[src/rtl/memwrport_pkg.sv]
// rtl/memwrport_pkg.sv - FSM state codes, burst/row constants and helpers for memwrport
package memwrport_pkg;

  typedef enum logic {
    ST_IDLE  = 1'b0,
    ST_BURST = 1'b1
  } state_t;

  localparam int BURST_WORDS = 4;
  localparam int ROW_WORDS   = 256;

  function automatic logic [31:0] min3(input logic [31:0] a, input logic [31:0] b,
                                       input logic [31:0] c);
    logic [31:0] m;
    m = (a < b) ? a : b;
    return (m < c) ? m : c;
  endfunction

endpackage

[src/rtl/memwrport_wrfifo.sv]
// rtl/memwrport_wrfifo.sv - wrfifo: synchronous show-ahead write FIFO with occupancy count
module wrfifo #(
  parameter int DEPTH = 16,
  parameter int W     = 32,
  localparam int AW   = $clog2(DEPTH)
) (
  input  logic          clk,
  input  logic          rstn,
  input  logic          push,
  input  logic          pop,
  input  logic [W-1:0]  din,
  output logic [W-1:0]  dout,
  output logic [AW:0]   count
);

  localparam logic [AW:0] FULL = (AW+1)'(DEPTH);

  logic [W-1:0]  mem [DEPTH];
  logic [AW-1:0] wr_ptr;
  logic [AW-1:0] rd_ptr;
  logic          do_push;
  logic          do_pop;

  // A push while full is dropped; a pop while empty is ignored.
  assign do_push = push && (count != FULL);
  assign do_pop  = pop && (count != '0);
  assign dout    = mem[rd_ptr];

  always_ff @(posedge clk) begin
    if (do_push) mem[wr_ptr] <= din;
  end

  always_ff @(posedge clk or negedge rstn) begin
    if (!rstn) begin
      wr_ptr <= '0;
      rd_ptr <= '0;
      count  <= '0;
    end else begin
      if (do_push) wr_ptr <= wr_ptr + 1'b1;
      if (do_pop)  rd_ptr <= rd_ptr + 1'b1;
      case ({do_push, do_pop})
        2'b10:   count <= count + 1'b1;
        2'b01:   count <= count - 1'b1;
        default: count <= count;
      endcase
    end
  end

endmodule

[src/rtl/memwrport.sv]
// rtl/memwrport.sv - pixel write port packing FIFO words into row-safe memory bursts
// MEMWRPORT_STATS_EN adds saturating nbursts/ndropped counter outputs.
module memwrport
  import memwrport_pkg::*;
#(
  parameter int DEPTH = 16,
  parameter int BURST = BURST_WORDS
) (
  input  logic        clk,
  input  logic        rstn,
  input  logic [22:0] base,
  input  logic        sof,
  input  logic        flush,
  input  logic [31:0] wdata,
  input  logic        wvalid,
  output logic        wready,
  output logic [22:0] memaddr,
  output logic [31:0] memwdata,
  output logic [1:0]  memlen,
  output logic        memwr,
  output logic        memreq,
  input  logic        memack,
  output logic        flushdone
`ifdef MEMWRPORT_STATS_EN
  ,
  output logic [15:0] nbursts,
  output logic [15:0] ndropped
`endif
);

  localparam int CW = $clog2(DEPTH) + 1;

  state_t      state, state_nx;
  logic [CW-1:0] count;
  logic [31:0] head;
  logic [22:0] addr;
  logic [22:0] base_lat;
  logic [1:0]  beat;
  logic        sof_pend;
  logic        flush_pend;
  logic        fp;
  logic        idle_empty;
  logic        start;
  logic        push;
  logic        pop;
  logic        last_ack;
  logic [31:0] blen;

  wrfifo #(.DEPTH(DEPTH), .W(32)) u_fifo (
    .clk   (clk),
    .rstn  (rstn),
    .push  (push),
    .pop   (pop),
    .din   (wdata),
    .dout  (head),
    .count (count)
  );

  assign wready     = (count != CW'(DEPTH));
  assign push       = wvalid && wready;
  assign pop        = (state == ST_BURST) && memack;
  assign last_ack   = pop && (beat == memlen);
  assign fp         = flush_pend || flush;
  assign idle_empty = (state == ST_IDLE) && (count == '0);
  assign start      = (state == ST_IDLE) &&
                      ((count >= CW'(BURST)) || (fp && (count != '0)));
  // Burst length is clipped so the column counter never wraps inside one request.
  assign blen       = min3(32'(BURST), 32'(count), 32'(ROW_WORDS) - 32'(addr[7:0]));

  assign memreq   = (state == ST_BURST);
  assign memwr    = 1'b1;
  assign memwdata = (state == ST_BURST) ? head : '0;

  always_ff @(posedge clk or negedge rstn) begin
    if (!rstn) state <= ST_IDLE;
    else       state <= state_nx;
  end

  always_comb begin
    state_nx = state;
    case (state)
      ST_IDLE:  if (start)    state_nx = ST_BURST;
      ST_BURST: if (last_ack) state_nx = ST_IDLE;
      default:  state_nx = ST_IDLE;
    endcase
  end

  always_ff @(posedge clk or negedge rstn) begin
    if (!rstn) begin
      addr       <= '0;
      base_lat   <= '0;
      memaddr    <= '0;
      memlen     <= '0;
      beat       <= '0;
      sof_pend   <= 1'b0;
      flush_pend <= 1'b0;
      flushdone  <= 1'b0;
    end else begin
      if (start) begin
        memaddr <= addr;
        memlen  <= 2'(blen - 32'd1);
        beat    <= '0;
      end
      if (pop) begin
        addr <= addr + 23'd1;
        beat <= beat + 2'd1;
      end
      // A newer sof replaces the pending base until it can be applied.
      if ((sof || sof_pend) && idle_empty) begin
        addr     <= sof ? base : base_lat;
        sof_pend <= 1'b0;
      end else if (sof) begin
        sof_pend <= 1'b1;
        base_lat <= base;
      end
      flushdone <= fp && idle_empty;
      if (fp && idle_empty) flush_pend <= 1'b0;
      else if (flush)       flush_pend <= 1'b1;
    end
  end

`ifdef MEMWRPORT_STATS_EN
  always_ff @(posedge clk or negedge rstn) begin
    if (!rstn) begin
      nbursts  <= '0;
      ndropped <= '0;
    end else begin
      if (last_ack && (nbursts != 16'hFFFF))              nbursts  <= nbursts + 16'd1;
      if (wvalid && !wready && (ndropped != 16'hFFFF))    ndropped <= ndropped + 16'd1;
    end
  end
`endif

endmodule

[config.mk]
export PLATFORM = sky130hd
export DESIGN_NAME = memwrport
export DESIGN_NICKNAME = d
export VERILOG_FILES = /design/src/rtl/memwrport_pkg.sv /design/src/rtl/memwrport_wrfifo.sv /design/src/rtl/memwrport.sv
export SDC_FILE = /design/constraint.sdc
export NUM_CORES = 1
export LEC_CHECK = 0
export BUFFER_PORTS_ARGS = -buffer_cell sky130_fd_sc_hd__buf_4
export CAP_MARGIN = 20
export CELL_PAD_IN_SITES_DETAIL_PLACEMENT = 1
export CELL_PAD_IN_SITES_GLOBAL_PLACEMENT = 2
export CORE_ASPECT_RATIO = 1.5
export CORE_UTILIZATION = 51
export DETAILED_ROUTE_END_ITERATION = 10
export GPL_TIMING_DRIVEN = 0
export PLACE_DENSITY = 0.88
export SETUP_SLACK_MARGIN = 0.4
export SLEW_MARGIN = 20
export SYNTH_ARGS = -nofsm -noshare
export SYNTH_HDL_FRONTEND = slang
export SYNTH_SLANG_ARGS = --single-unit
[constraint.sdc]
create_clock -name clk -period 11.05 [get_ports clk]
set_clock_uncertainty 0.1 [all_clocks]
set_input_delay 2.21 -clock clk [delete_from_list [all_inputs] [get_ports clk]]
set_output_delay 2.21 -clock clk [all_outputs]
set_load 0.05 [all_outputs]
==> reports/metrics.yaml <==
dp.final_hpwl_mm: 39.16
synth_seq_cells: 602
synth_ff_type: "edfxtp_1"
clk_pin_slew_ns: 0.07
cts_tree: "yes"
ff2ff_path_depth: 10
hold_class: "reg2reg"
ys_warn_count: 0
rsz0062_at_grt: "false"
p_sw_share_pct: 36.64
fillCellCount: 3983
track_usage_pct: 26.16
antenna_left: 0
max_slew_margin_pct: 28.73
grt_pass1_vias: 13932
yosysSeqAreaShare_pct: 73.57
worstPathArrival_ns: 3.47
slowest_stage: "mux4_2"
fin_crit_sh_pct: 52.32
finalNetCount: 1509
drive_gt1_share_pct: 30.21
clock_latency_ns: 0.60
powerDensity_nw_per_um2: 273.1
hold_depth: 1
die_y_um: 267.5
p_comb_share_pct: 38.4
power.share.clock_pct: 23.1
path_max_fanout: 10
worstHoldStart: "base_lat[0]"
crit_path_max_incr_delay_ns: 0.59
cts_buffers: 53
htreeDepth: 2
timing.critical_path.buf_inv: 4
ys_async_sr_fraction_pct: 14.95
holdBufCountCts: 0
grt_overflow: 0
clock_sinks: 602
leakagePower_nw: 9.662
cts_setup_buffers: 0
drv_cap: 0
antenna_cells: 0
crit_path_frequent_cell: "clkbuf_1"
place.gp.congestion: 0.8386
reg2reg_to: "u_fifo.mem[3][18]"
path_class: "reg2out"
seq_power_share_pct: 38.4
synthesis.area_sq_um: 23960
fmax_mhz: 173.0
synth_area_per_cell_sq_um: 19.59
num_vias: 12720
layout_min_cycle_time_ns: 5.782
finalSetupViolCount: 0
die-area_sq_um: 47870
end_kind: "output port"
r2r_start: "u_fifo.count[0]"
postCtsResizedCells: 0
rows: 96
required_ns: 8.74
p_int_mw: 4.813
antenna_found_initial: 0
post_dp_cell_area_sq_um: 26180
design_area_sq_um: 27820
outcome: "complete, no violations"
initial_core_util_pct: 52.08
io_buffer_count: 119
routedWlPerCell_um: 29.28
synth.distinct_cells: 48
core_area_sq_um: 46000
worst_pin_slew_ns: 1.069
drc: 0
die_x_um: 179.0
peakVddDrop_uv: 228.1
drv_slew: 0
hold_viol: 0
clockBufferDepth: 3
synth_cells: 1223
hold_end: "base_lat[0]"
cts-root-buf: "clkbuf_16"
grt_max_degree: 91
grt_pass1_wl_mm: 89.14
path_delay_family: "buffers and inverters"
area_delta_synth_final_pct: 16.09
drtIter0Drc: 989
viasPerCell: 6.172
reg2reg_slack_ns: 7.48
setup_tns_ns: 0
start_kind: "flip-flop"
switching_power_mw: 2.783
top_level_ports: 122
synth-edff-count: 512
drt_first_pass_iters: 5
drt-total-wl_mm: 60.34
path_cells: "clkbuf_1 -> clkbuf_1 -> buf_2 -> mux4_2 -> mux2i_1 -> o22ai_1 -> buf_4"
[flip-flops by register name, indices dropped and copies added, names as in the netlist, 2 cells and up]
register and flops:
u_fifo.rd_ptr 4, memlen 2, u_fifo.mem 512, u_fifo.count 5
memaddr 23, base_lat 23, addr 23, u_fifo.wr_ptr 4
beat 2
[power groups by stage]
stage	Clock, mW	Combinational [mW]	Sequential, mW
after floorplan	0	1.83	3.04
after global placement	0	2.76	2.96
final	1.76	2.92	2.92
after detailed placement	0	2.92	2.96
after CTS	1.79	2.95	2.92
after global routing	1.85	3.07	2.94
[cell type report]
cell class | instances | area (sq um) | share of cell area [%]
plain buffers | 67 | 299.0 | 1.075
well taps | 588 | 735.7 | 2.645
repair buffers | 153 | 1385 | 4.980
flip-flops and latches | 602 | 17630 | 63.37
inverters | 12 | 45.04 | 0.1619
clock buffers | 70 | 1446 | 5.200
clock inverters | 26 | 173.9 | 0.6253
multi-input cells | 543 | 6103 | 21.94
[worst reg2reg max path, delay by kind of cell, from the launching register on]
| family | cells | cell delay, ns |
|---|---|---|
| simple gates | 5 | 1.40 |
| flops | 1 | 0.37 |
| buf+inv | 5 | 1.40 |
[routing by layer]
| layer | global-route usage [%] | share of wire (%) | vias to the layer above |
|---|---|---|---|
| li1 | - | - | 5374 |
| met2 | 46.85 | 53 | 566 |
| met3 | 3.507 | 5.6 | 149 |
| met4 | 11.09 | 3.7 | 0 |
| met5 | 0 | 0 | - |
| met1 | 31.39 | 37 | 6631 |
[cell families after synthesis]
group / after synthesis / share of synthesized area, %
muxes: 259 / 17.74
AOI/OAI and AO/OA: 105 / 2.768
buffers and inverters: 79 / 1.436
xor gates and xnor gates: 24 / 0.8773
adders and majority gates: 16 / 0.8668
other: 2 / 0.03134
DFF: 602 / 73.57
and+or+nand+nor: 136 / 2.715
[worst max-delay path by stage]
stage / depth (start not counted) / slack (ns) / endpoint / start
2_1_floorplan: 4 / 5.53 / u_fifo.mem[3][0] / wvalid
3_3_place_gp: 5 / 2.22 / u_fifo.mem[0][11] / wvalid
3_5_place_dp: 7 / 5.97 / memwdata[26] / u_fifo.rd_ptr[0]
4_1_cts: 7 / 5.25 / memwdata[28] / u_fifo.rd_ptr[0]
5_1_grt: 7 / 5.19 / memwdata[28] / u_fifo.rd_ptr[0]
6_report: 7 / 5.27 / memwdata[28] / u_fifo.rd_ptr[0]
[synth_stat cells, types with 15 or more instances]
cell,count,share of area (%)
nor2_1,44,0.69
nand2_1,34,0.53
clkbuf_1,37,0.58
mux4_2,128,12
mux2i_1,86,3.6
dfrtp_1,90,9.4
a21oi_1,19,0.40
mux2_2,45,2.1
ha_1,15,0.78
o22ai_1,37,0.97
edfxtp_1,512,64
o21ai_0,19,0.40
[cell usage in the layout, fill, tap and decap left out, types with 13 or more instances in the layout]
master and count:
nor2_1 32, buf_2 14, clkbuf_1 47, mux2_2 45, mux4_2 128, mux2i_1 86
nand2_1 34, dfrtp_1 90, o21ai_0 19, ha_1 15, nand4_1 13, clkinv_2 13
clkbuf_16 54, buf_6 18, o22ai_1 37, buf_4 128, a21oi_1 19, edfxtp_1 512
[per-stage QoR]
step | util, % | instances | setup slack (ns) | hold slack (ns) | power (mW)
floorplan | - | 1224 | 5.528 | 0.3710 | 4.873
global placement | 55.63 | 1931 | 2.219 | 0.3794 | 5.717
detailed placement | 56.92 | 1964 | 5.966 | 0.3943 | 5.885
CTS | 60.44 | 2060 | 5.248 | 0.4084 | 7.652
global route | 60.46 | 2061 | 5.191 | 0.4128 | 7.868
finish | 60.46 | 2061 | 5.268 | 0.4029 | 7.595
Note: power is estimated with default switching activity, not from simulation.
